`src/rtl/button_event_arbiter_pkg.sv`:
```
// Shared types and helpers for the button event arbiter: debounce state
// encoding and the round-robin winner search.
package btn_arb_pkg;

    typedef enum logic [1:0] {
        ST_LOW   = 2'd0,
        CHK_HIGH = 2'd1,
        ST_HIGH  = 2'd2,
        CHK_LOW  = 2'd3
    } deb_state_t;

    localparam int unsigned MAX_BTN = 16;

    // First set bit of pending at or above ptr, wrapping at n_btn.
    function automatic int unsigned rr_pick(input logic [MAX_BTN-1:0] pending,
                                            input int unsigned        ptr,
                                            input int unsigned        n_btn);
        int unsigned idx;
        logic        found;
        rr_pick = 0;
        found   = 1'b0;
        for (int unsigned k = 0; k < MAX_BTN; k++) begin
            if (k < n_btn) begin
                idx = ptr + k;
                if (idx >= n_btn) idx = idx - n_btn;
                if (!found && pending[idx[3:0]]) begin
                    rr_pick = idx;
                    found   = 1'b1;
                end
            end
        end
    endfunction

endpackage

```
`src/rtl/button_event_arbiter_if.sv`:
```
// Valid/ready event channel carrying the index of the pressed button.
interface button_event_arbiter_if #(
    parameter int unsigned N_BTN = 4
);
    localparam int unsigned IDW = $clog2(N_BTN);

    logic           evt_valid;
    logic           evt_ready;
    logic [IDW-1:0] evt_id;

    modport master (output evt_valid, output evt_id, input evt_ready);
    modport slave  (input evt_valid, input evt_id, output evt_ready);
endinterface

```
`src/rtl/button_event_arbiter_debounce_channel.sv`:
```
// One button channel: two-flop synchroniser, counter-based debounce FSM and
// a single-cycle pulse on the cycle a debounced press is committed.
module debounce_channel
    import btn_arb_pkg::*;
#(
    parameter int unsigned DEBOUNCE_CYCLES = 1000000
) (
    input  logic clk,
    input  logic reset,
    input  logic btn_async,
    output logic btn_level,
    output logic rise
);
    localparam int unsigned     CW       = $clog2(DEBOUNCE_CYCLES);
    localparam logic [CW-1:0]   CNT_LAST = CW'(DEBOUNCE_CYCLES - 1);

    logic          sync1, sync2;
    deb_state_t    state, state_nx;
    logic [CW-1:0] cnt, cnt_nx;
    logic          level_nx;

    always_ff @(posedge clk or posedge reset) begin
        if (reset) begin
            sync1     <= 1'b0;
            sync2     <= 1'b0;
            state     <= ST_LOW;
            cnt       <= '0;
            btn_level <= 1'b0;
        end else begin
            sync1     <= btn_async;
            sync2     <= sync1;
            state     <= state_nx;
            cnt       <= cnt_nx;
            btn_level <= level_nx;
        end
    end

    always_comb begin
        state_nx = state;
        cnt_nx   = cnt;
        level_nx = btn_level;
        rise     = 1'b0;
        case (state)
            ST_LOW: if (sync2) begin
                state_nx = CHK_HIGH;
                cnt_nx   = '0;
            end
            CHK_HIGH: begin
                if (!sync2) begin
                    state_nx = ST_LOW;
                    cnt_nx   = '0;
                end else if (cnt == CNT_LAST) begin
                    state_nx = ST_HIGH;
                    cnt_nx   = '0;
                    level_nx = 1'b1;
                    rise     = 1'b1;
                end else begin
                    cnt_nx = cnt + 1'b1;
                end
            end
            ST_HIGH: if (!sync2) begin
                state_nx = CHK_LOW;
                cnt_nx   = '0;
            end
            CHK_LOW: begin
                if (sync2) begin
                    state_nx = ST_HIGH;
                    cnt_nx   = '0;
                end else if (cnt == CNT_LAST) begin
                    state_nx = ST_LOW;
                    cnt_nx   = '0;
                    level_nx = 1'b0;
                end else begin
                    cnt_nx = cnt + 1'b1;
                end
            end
            default: state_nx = ST_LOW;
        endcase
    end

endmodule

```
`src/rtl/button_event_arbiter.sv`:
```
// Debounces N push buttons and serialises their presses onto one valid/ready
// event channel with a round-robin scheduler.
module button_event_arbiter
    import btn_arb_pkg::*;
#(
    parameter int unsigned N_BTN           = 4,
    parameter int unsigned DEBOUNCE_CYCLES = 1000000
) (
    input  logic                          clk,
    input  logic                          reset,
    input  logic [N_BTN-1:0]              btn_async,
    output logic [N_BTN-1:0]              btn_level,
    button_event_arbiter_if.master        evt,
    output logic [N_BTN-1:0]              evt_pending,
    output logic                          overflow
);
    localparam int unsigned IDW = $clog2(N_BTN);

    logic [N_BTN-1:0]   rise;
    logic [N_BTN-1:0]   clr;
    logic [MAX_BTN-1:0] pend_ext;
    logic [IDW-1:0]     ptr;
    logic [IDW-1:0]     winner;
    logic               hs, load;

    for (genvar i = 0; i < N_BTN; i++) begin : g_ch
        debounce_channel #(.DEBOUNCE_CYCLES(DEBOUNCE_CYCLES)) u_ch (
            .clk       (clk),
            .reset     (reset),
            .btn_async (btn_async[i]),
            .btn_level (btn_level[i]),
            .rise      (rise[i])
        );
    end

    always_comb begin
        pend_ext              = '0;
        pend_ext[N_BTN-1:0]   = evt_pending;
        winner                = IDW'(rr_pick(pend_ext, int'(ptr), N_BTN));
        hs                    = evt.evt_valid & evt.evt_ready;
        load                  = (!evt.evt_valid || hs) && (|evt_pending);
        clr                   = '0;
        if (load) clr[winner] = 1'b1;
    end

    // A rise on the bit being loaded re-sets it (set wins); a rise onto a bit
    // that stays pending is dropped and reported.
    always_ff @(posedge clk or posedge reset) begin
        if (reset) begin
            evt_pending   <= '0;
            overflow      <= 1'b0;
            evt.evt_valid <= 1'b0;
            evt.evt_id    <= '0;
            ptr           <= '0;
        end else begin
            evt_pending <= (evt_pending & ~clr) | rise;
            overflow    <= |(rise & evt_pending & ~clr);
            if (load) begin
                evt.evt_valid <= 1'b1;
                evt.evt_id    <= winner;
                ptr           <= (winner == IDW'(N_BTN - 1)) ? '0 : winner + 1'b1;
            end else if (hs) begin
                evt.evt_valid <= 1'b0;
            end
        end
    end

endmodule

```
`src/flat_wrapper.sv`:
```
// flat-port wrapper written by rule: the top's interface ports become plain ports
module button_event_arbiter_flat import btn_arb_pkg::*;
#(
    parameter int unsigned N_BTN           = 4,
    parameter int unsigned DEBOUNCE_CYCLES = 1000000
)
  (clk, reset, btn_async, btn_level, evt_pending, overflow, evt_evt_valid, evt_evt_id, evt_evt_ready);
  button_event_arbiter_if #(.N_BTN(N_BTN)) evt_i ();
  input  logic clk;
  input  logic reset;
  input  logic [N_BTN-1:0] btn_async;
  output logic [N_BTN-1:0] btn_level;
  output logic [N_BTN-1:0] evt_pending;
  output logic overflow;
  output wire logic [$bits(evt_i.evt_valid)-1:0] evt_evt_valid;
  output wire logic [$bits(evt_i.evt_id)-1:0] evt_evt_id;
  input wire logic [$bits(evt_i.evt_ready)-1:0] evt_evt_ready;
  assign evt_evt_valid = evt_i.evt_valid;
  assign evt_evt_id = evt_i.evt_id;
  assign evt_i.evt_ready = evt_evt_ready;
  button_event_arbiter #(.N_BTN(N_BTN), .DEBOUNCE_CYCLES(DEBOUNCE_CYCLES)) u_core (.clk(clk), .reset(reset), .btn_async(btn_async), .btn_level(btn_level), .evt(evt_i), .evt_pending(evt_pending), .overflow(overflow));
endmodule
```
`config.mk`:
```
export PLATFORM = sky130hd
export DESIGN_NAME = button_event_arbiter_flat
export DESIGN_NICKNAME = d
export VERILOG_FILES = /design/src/rtl/button_event_arbiter_pkg.sv /design/src/rtl/button_event_arbiter_if.sv /design/src/rtl/button_event_arbiter_debounce_channel.sv /design/src/rtl/button_event_arbiter.sv /design/src/flat_wrapper.sv
export SDC_FILE = /design/constraint.sdc
export NUM_CORES = 1
export LEC_CHECK = 0
export CAP_MARGIN = 15
export CORE_MARGIN = 2
export CORE_UTILIZATION = 57
export CTS_CLUSTER_DIAMETER = 100
export DETAILED_ROUTE_END_ITERATION = 8
export PLACE_DENSITY = 0.75
export SLEW_MARGIN = 25
export SYNTH_ARGS = -nofsm -noshare
export SYNTH_HDL_FRONTEND = slang
export SYNTH_HIERARCHICAL = 1
export SYNTH_SLANG_ARGS = --single-unit
```
`constraint.sdc`:
```
create_clock -name clk -period 3.8 [get_ports clk]
set_input_delay 0.76 -clock clk [delete_from_list [all_inputs] [get_ports clk]]
set_output_delay 0.76 -clock clk [all_outputs]
set_load 0.01 [all_outputs]
```
Yosys cells after proc, flatten, opt, wreduce, memory -nomap -nowiden:

Cells that the tools add are included.

* register bits after elaboration: 110
* input bits: 7
* output and inout bits: 12
* logic and storage cells: 244

* add/subtract/negate cells: 12
* $lt $le $gt $ge: 10
* equality and inequality tests: 49
* multiplexer cells: 109
* bitwise gates (word level): 6
* reduce and logical (&&, ||, !) cells: 33

Operator list (count)
* two-way mux 20 bit: 20
* one-hot mux 20 bit (4 select lines): 4
* >= comparator 32 x 3 -> 1 bit (second input constant): 3
* adder 20 x 1 -> 20 bit (second input constant): 4
* equality test 20 bit (second input constant): 4
* two-way mux 2 bit: 29
* != test 2 bit (second input constant): 24
* two-way mux 1 bit: 38
* one-hot mux 2 bit (4 select lines): 4
* != test 3 bit (second input constant): 8
* < comparator 4 x 5 -> 1 bit (second input constant): 4
* two-way mux 4 bit: 5
* AND reduction 5 bit: 4
* equality test 2 bit (second input constant): 9
* binary-select mux 1 bit (select 4 bit): 4
* AND reduction 4 bit: 4
* bitwise AND 4 bit: 3
* subtractor 3 x 3 -> 4 bit (second input constant): 3
* nonzero test 2 bit: 5
* equality test 2 x 1 -> 1 bit (second input constant): 4
* zero test 2 bit: 4
* one-hot mux 1 bit (2 select lines): 4
* AND reduction 2 bit: 4
* OR reduction 4 bit: 2
* 14 further kinds: 22

Logic depth before layout (Yosys ltp):

Gate-level depths: netlist of run 1.

* depth after elaboration: 22
* gate-level depth with buffers: 14
* gate-level depth less buffers: 11

Cells and area by module:

The synthesis of run 1 kept the hierarchy.

Modules (own cells, without submodules)
* debounce_channel (u_core.g_ch[0].u_ch ...): instances 3, cells an instance 147, area each 1341.3 um^2, sequential area each 625.6 um^2
* debounce_channel (u_core.g_ch[3].u_ch): instances 1, cells an instance 142, area each 1330.0 um^2, sequential area each 625.6 um^2
* button_event_arbiter: instances 1, cells an instance 85, area each 829.5 um^2, sequential area each 250.2 um^2

Worst setup path after synthesis of run 1:

OpenSTA, ideal clock, no wires.

* path kind: reg2reg
* start point: register u_core.ptr[0]
* end point: register u_core.ptr[0]
* setup time: 0.101 ns
* arrival time: 3.048 ns
* required time: 3.699 ns
* setup slack: 0.652 ns
* cell stages (with the launch flop): 15
* buffers on the path: 3
* clock period less this slack: 3.148 ns
* cell sequence: dfrtp_1 > buf_4 > buf_2 > inv_1 > ha_1 > buf_2 > mux2i_1 > o32a_1 > a21oi_1 > a311oi_1 > a21oi_1 > ha_1 > or3_1 > or3b_1 > o311ai_2

* word-level cells in the longest chain between the ends: 16
* elaborated cells on any way between the ends: 39
* those cells by class: 8 x add/sub; 4 x order compare; 1 x eq/ne; 20 x mux; 6 x reduce/logical

RTL lines
* start: declaration: line button_event_arbiter.sv:22 `logic [IDW-1:0] ptr;`
* start signal: assignment: line button_event_arbiter.sv:61 `ptr <= (winner == IDW'(N_BTN - 1)) ? '0 : winner + 1'b1;`
* parallel branches: the longest is 13 deep, another holds >= comparator 32 x 3 -> 1 bit
* two-way mux 2 bit *: line button_event_arbiter_pkg.sv:26 `if (!found && pending[idx[3:0]]) begin`
* net u_core.winner[0]: line button_event_arbiter.sv:23 `logic [IDW-1:0] winner;`
* adder 2 x 1 -> 2 bit / equality test 2 bit (equally long branches): line button_event_arbiter.sv:61
* two-way mux 2 bit *: line button_event_arbiter.sv:61

Mark *: on every way through the listed nets, which the timed path passes. The select of a mux whose other input is x is not followed.
A chain may end at the register's enable or synchronous reset.

Final worst setup path of run 1:

* start point: register u_core.ptr[1]
* end point: register u_core.ptr[0]

Same word-level chain as after synthesis.

==> metrics, run 1 <==
Synth Instances=668; worst-path maximum fanout=7; Worst Setup End Kind=flop; drt first pass iters=5; #FFs+latches synth=between 100 and 150; GRT Util Overall=roughly 24%; share of the synthesized area in the top cell type=44.52%; Worst Clk Skew=around 0.012 ns; Max transition margin=a little over a third; P&R area growth vs syn=6.556%; IO Pins=19; TritonCTS Buffers=9; unrepaired setup endpoints after global routing=false; Via-to-Cell Ratio=6.115; Worst-path clk slew=about 0.10 ns; Pwr Density=around 440 nW/um^2; Remaining DRCs=0; max-cap violations=0; core area=10,700 um^2; Critical Path RT=4.10 ns; Worst setup SP type=flop; # Post-CTS Setup Buffers=0; initial antenna violation count=0; Worst path max stage delay=about 0.48 ns; via count=5,008; filler-free cell count of the finished design=819; Ys Warns=6; Worst IR Drop VDD=0.0002815 V; leading post-synthesis cells by cell area=dfrtp_1, nand2_1, o21ai_0; # diodes=0; Multi-input gate area=3171 um^2; Arr. time, crit path=3.52 ns; RD Place Congestion=0.9131; Synth Area per Inst=9.257 um^2; deepest clock path buffer count=2; Final Hold Fails=0; register area share after synthesis=44.52%; Slew @ Worst Pin=0.9665 ns; Detailed Place HPWL=around 9000 um; setup slack, reg-to-reg=0.58 ns; vias in the first global route=4,755; final wirelength=approximately 13,000 um; Routed wire per std cell=~16 um; Seq. cell area=between 2000 and 3000 um^2; die area=11,700 um^2; CTS H-tree depth=3; cell taking the most area after synthesis=dfrtp_1; Die Ht=108.2 um; r2r endpoint=u_core/ptr[0]; Max Clock Freq=310.2 MHz; most frequent cells in the layout=dfrtp_1, nand2_1, o21ai_0, a21oi_1, nand3_1; global route overflow=0; Most used DFF post-synth=dfrtp_1; Total Nets Final=slightly below 700; Routed Antenna Nets=0; mapped cell area=just over 6000 um^2; CTS Hold Bufs=0; Slew Viols, Final=0; Hold Path Sink=u_core/g_ch[2].u_ch/sync2; Crit-path slowest cell=dfrtp_1; post-synthesis cell type count=between 60 and 70; most common cell after layout, fill and taps aside=dfrtp_1; largest net degree at the start of global routing=28; clock sinks=110; Die X=108.2 um; period utilization=84.83%; worst reg-to-reg path cell count=11; layout cells sized above 1=8.395%; first-pass GRT wire length=between 20,000 and 25,000 um; setup_tns=0 ns; Hold Path Origin=u_core/g_ch[2].u_ch/sync1; Buffers on Ports=18; run status=finished clean; final setup vio count=0; fill count=911; syn_nets=687; critical path type=reg2reg; Clk Latency, worst-skew pair=0.39 ns; HP Class=reg2reg; FP Rows=38; Initial Util=57.80%; cts repair resizes=0; Root Driver=clkbuf_8; CTS tree=yes; Pwr Total=approximately 2.9 mW; worst hold path cell count=0; clock period minus worst slack=between 3 and 4 ns; cells along the critical path=inv_1 > ha_1 > mux2i_1 > o32a_1 > a21oi_1 > a311oi_1 > a21oi_1 > ha_1 > or3_1 > or3b_1 > o311ai_2; number of flops mapped to enable cells by yosys=0; DRT iter0 DRCs=241; Placed Instances=between 800 and 900; P_leak=2.817 nW; Async SR Flop Fraction=100.0%; r2r startpoint=u_core/ptr[1]
-- cell families after synthesis --
group,count (synthesis),synth area share [%]
DFF,110,44.52
adders and majority gates,12,2.428
and+or+nand+nor,285,25.70
muxes,10,1.942
xor gates and xnor gates,21,2.975
buffers and inverters,53,4.330
AOI/OAI and AO/OA,177,18.11
-- registers in the layout, indices dropped and copies added, names as in the netlist, named ones only --
name,cells
u_core/g_ch.u_ch/cnt,80
u_core/evt_pending,4
u_core/g_ch.u_ch/btn_level,4
u_core/g_ch.u_ch/state,4
u_core/g_ch.u_ch/sync1,4
u_core/g_ch.u_ch/sync2,4
u_core/evt.evt_id,2
u_core/ptr,2
u_core/evt.evt_valid,1
u_core/overflow,1
-- area by class of cell --
type / count / share of cell area [%]
Clock buffer: 10 / 2.089
Tap cell: 140 / 2.659
Inverter: 27 / 1.538
Sequential cell: 110 / 41.78
Clock inverter: 4 / 0.5127
Multi-Input combinational cell: 505 / 48.12
Timing Repair Buffer: 23 / 3.304
-- synth_stat cells, drive strengths merged, types with 3 or more instances --
library cell    n
mux2i           3
clkbuf          9
or4bb           3
and4            4
a21boi          4
xor2           12
or2             9
nor4            8
a31oi          35
or3b            5
nand2          90
or4             7
nand3          42
nand4b          4
a211o           4
or3            23
nand2b         12
a41oi           5
and3            9
ha             12
inv            27
a22o            7
buf            17
o21ai          49
nor3           21
xnor2           9
nand4          12
mux2            7
nor2           30
a21oi          44
a21o           18
dfrtp         110
-- layer usage --
layer	up-vias	wire length [um]	track usage [%]
li1	2444	-	-
met1	2466	5948	31.86
met2	75	6274	38.05
met3	23	404	6.329
met4	0	306	8.791
met5	-	0	0
-- critical path, delay by kind of cell, from the launching register on --
family	cells	cell delay, ns
AOI/OAI and AO/OA	5	0.85
and+or+nand+nor	2	0.74
adders and majority gates	2	0.71
DFF	1	0.48
muxes	1	0.22
buffers and inverters	1	0.12
-- worst max path at each step --
stage / start / end / slack [ns]
global placement: u_core/ptr[1] / u_core/ptr[0] / 0.78
detailed placement: u_core/ptr[1] / u_core/ptr[0] / 0.62
CTS: u_core/ptr[1] / u_core/ptr[0] / 0.58
floorplan: u_core/ptr[0] / u_core/ptr[0] / 0.65
finish: u_core/ptr[1] / u_core/ptr[0] / 0.58
global route: u_core/ptr[1] / u_core/ptr[0] / 0.31
-- power breakdown --
group	internal [mW]	total (mW)	leakage [nW]	switching, mW
clock	0.254	0.653	0.0848	0.399
combinational	0.274	0.841	1.24	0.567
sequential	1.27	1.39	1.49	0.122
-- stage by stage --
| step | util, % | worst slack [ns] | hold WS, ns | area [um^2] |
|---|---|---|---|---|
| after floorplan | - | 0.6515 | 0.3312 | 6183 |
| after global placement | 59.92 | 0.7840 | 0.3348 | 6410 |
| after detailed placement | 59.92 | 0.6225 | 0.3363 | 6410 |
| after CTS | 61.52 | 0.5821 | 0.3612 | 6581 |
| after global routing | 61.59 | 0.3094 | 0.3648 | 6589 |
| final | 61.59 | 0.5765 | 0.3600 | 6589 |
Note: power is estimated with default switching activity, not from simulation.
==> inputs of run 2 (changes only) <==
Settings changed: CORE_UTILIZATION 57 to 56, PLACE_DENSITY 0.75 to 0.77.
Clock period 3.8 ns to 2.95 ns, I/O delays scaled along.
==> run 2 against run 1 <==
Global-route usage decreased by 0.53 points. Routed wire length fell by 0.27%. Die area grew 1.7%. Critical path depth is the same. Register-to-register slack worse by 0.42 ns. Largest cell class unchanged. Largest power group unchanged.
==> metrics, run 2 (synthesis results as in run 1) <==
HP Class=reg2reg; vias in the first global route=4,901; Die Ht=109.1 um; Max transition margin=32.72%; Arr. time, crit path=3.09 ns; setup_tns=0 ns; layout cells sized above 1=10.53%; Detailed Place HPWL=between 9000 and 10,000 um; CTS tree=yes; Routed Antenna Nets=0; CTS Hold Bufs=0; worst-path maximum fanout=11; IO Pins=19; Root Driver=clkbuf_8; unrepaired setup endpoints after global routing=false; P_leak=2.895 nW; Worst Setup End Kind=flop; Total Nets Final=707; deepest clock path buffer count=2; CTS H-tree depth=3; Initial Util=57.29%; PnR worst setup slack=0.1559 ns; final wirelength=around 13,000 um; Die X=109.1 um; Worst Path Buf+Inv=1; critical path type=reg2reg; Worst path max stage delay=0.40 ns; drt first pass iters=5; Slew @ Worst Pin=just over 1 ns; max-cap violations=0; # diodes=0; GRT Util Overall=23.48%; most common cell after layout, fill and taps aside=dfrtp_1; Worst IR Drop VDD=0.0005514 V; Pwr Density=between 500 and 600 nW/um^2; flip-flop count of the largest register after layout=80; core area=10,790 um^2; Worst-path clk slew=0.11 ns; Max Clock Freq=357.9 MHz; most frequent cells in the layout=dfrtp_1, nand2_1, o21ai_0, a21oi_1, nand3_1; final setup vio count=0; Largest Register=u_core/g_ch.u_ch/cnt; via count=5,063; Buffers on Ports=18; Routed wire per std cell=15.48 um; global route overflow=0; Worst setup SP type=flop; initial antenna violation count=0; TritonCTS Buffers=9; P&R area growth vs syn=8.782%; Remaining DRCs=0; largest net degree at the start of global routing=30; clock sinks=110; Worst Clk Skew=0.01017 ns; final design utilization=62.32%; Seq. cell area=2753 um^2; Multi-input gate area=~3200 um^2; Via-to-Cell Ratio=6.078; first-pass GRT wire length=22,400 um; Critical Path RT=3.24 ns; Final Hold Fails=0; Crit-path slowest cell=dfrtp_1; clock period minus worst slack=2.794 ns; setup slack, reg-to-reg=0.16 ns; Placement Setup Slack=0.07465 ns; Slew Viols, Final=0; DRT iter0 DRCs=289; Clk Latency, worst-skew pair=0.38 ns; fill count=883; FP Rows=38; die area=11,900 um^2; RD Place Congestion=roughly 0.83; run status=finished clean; CP top delay family=simple AND/OR/NAND/NOR gates; cells along the critical path=buf_4 > ha_1 > nand2b_2 > nand3_4 > a221oi_4 > a311oi_2 > a21oi_1 > ha_2 > or3_1 > or3b_1 > o311ai_2; period utilization=a little over nine tenths
run 2: cell count changes in the layout (fill, tap and decap cells not counted), moves of 2 or more:
cell,before,now
clkinv_1,2,0
buf_4,5,17
inv_1,23,26
ha_1,12,10
inv_6,1,3
run 2: layout make-up:
class / instances / share of cell area, %
clock buffers: 11 / 2.102
inverters: 27 / 1.507
multi-input cells: 505 / 47.69
repair buffers: 35 / 4.576
flip-flops and latches: 110 / 40.92
well taps: 140 / 2.604
clock inverters: 5 / 0.5952
run 2: metal layers:
metal	GRT usage (%)	share of wire, %	vias to the layer above
met2	39.22	49	90
met1	30.75	46	2488
met5	0	0	-
li1	-	-	2473
met3	5.559	3.8	12
met4	6.136	0.94	0
run 2: per-stage QoR:
stage / instance area, um^2 / std cells / hold WS [ns] / total power, mW
5_1_grt: 6726 / 833 / 0.3683 / 4.020
6_report: 6726 / 833 / 0.3613 / 3.766
2_1_floorplan: 6226 / 668 / 0.3312 / 2.719
4_1_cts: 6704 / 832 / 0.3591 / 3.791
3_3_place_gp: 6523 / 816 / 0.3358 / 2.867
3_5_place_dp: 6523 / 816 / 0.3370 / 2.921
run 2: path summary, 6_finish.rpt:
path	start	to	depth (start not counted)
min in group asynchronous	reset	u_core/evt.evt_id[1]	2
max in group asynchronous	reset	u_core/g_ch[3].u_ch/cnt[11]	3
worst min-delay path	u_core/g_ch[2].u_ch/sync1	u_core/g_ch[2].u_ch/sync2	0
worst max-delay path	u_core/ptr[0]	u_core/ptr[0]	11
worst max register to register	u_core/ptr[0]	u_core/ptr[0]	11
worst min register to register	u_core/g_ch[2].u_ch/sync1	u_core/g_ch[2].u_ch/sync2	0
run 2: repair_timing:
| item | CTS | global route |
|---|---|---|
| gates resized for setup | 0 | 3 |
| buffers inserted | 0 | 1 |
| endpoints found under the setup margin | 0 | 1 |
run 2: where the power goes:
group	switching (mW)	internal, mW
Clock	0.521	0.340
Sequential	0.155	1.64
Combinational	0.735	0.378
Total	1.41	2.35
run 2: worst register-to-register path, cell delays in order (launching register included):
cell,delay (ns)
dfrtp_1,0.40
buf_4,0.19
ha_1,0.22
nand2b_2,0.22
nand3_4,0.14
a221oi_4,0.10
a311oi_2,0.34
a21oi_1,0.11
ha_2,0.21
or3_1,0.33
or3b_1,0.39
o311ai_2,0.07
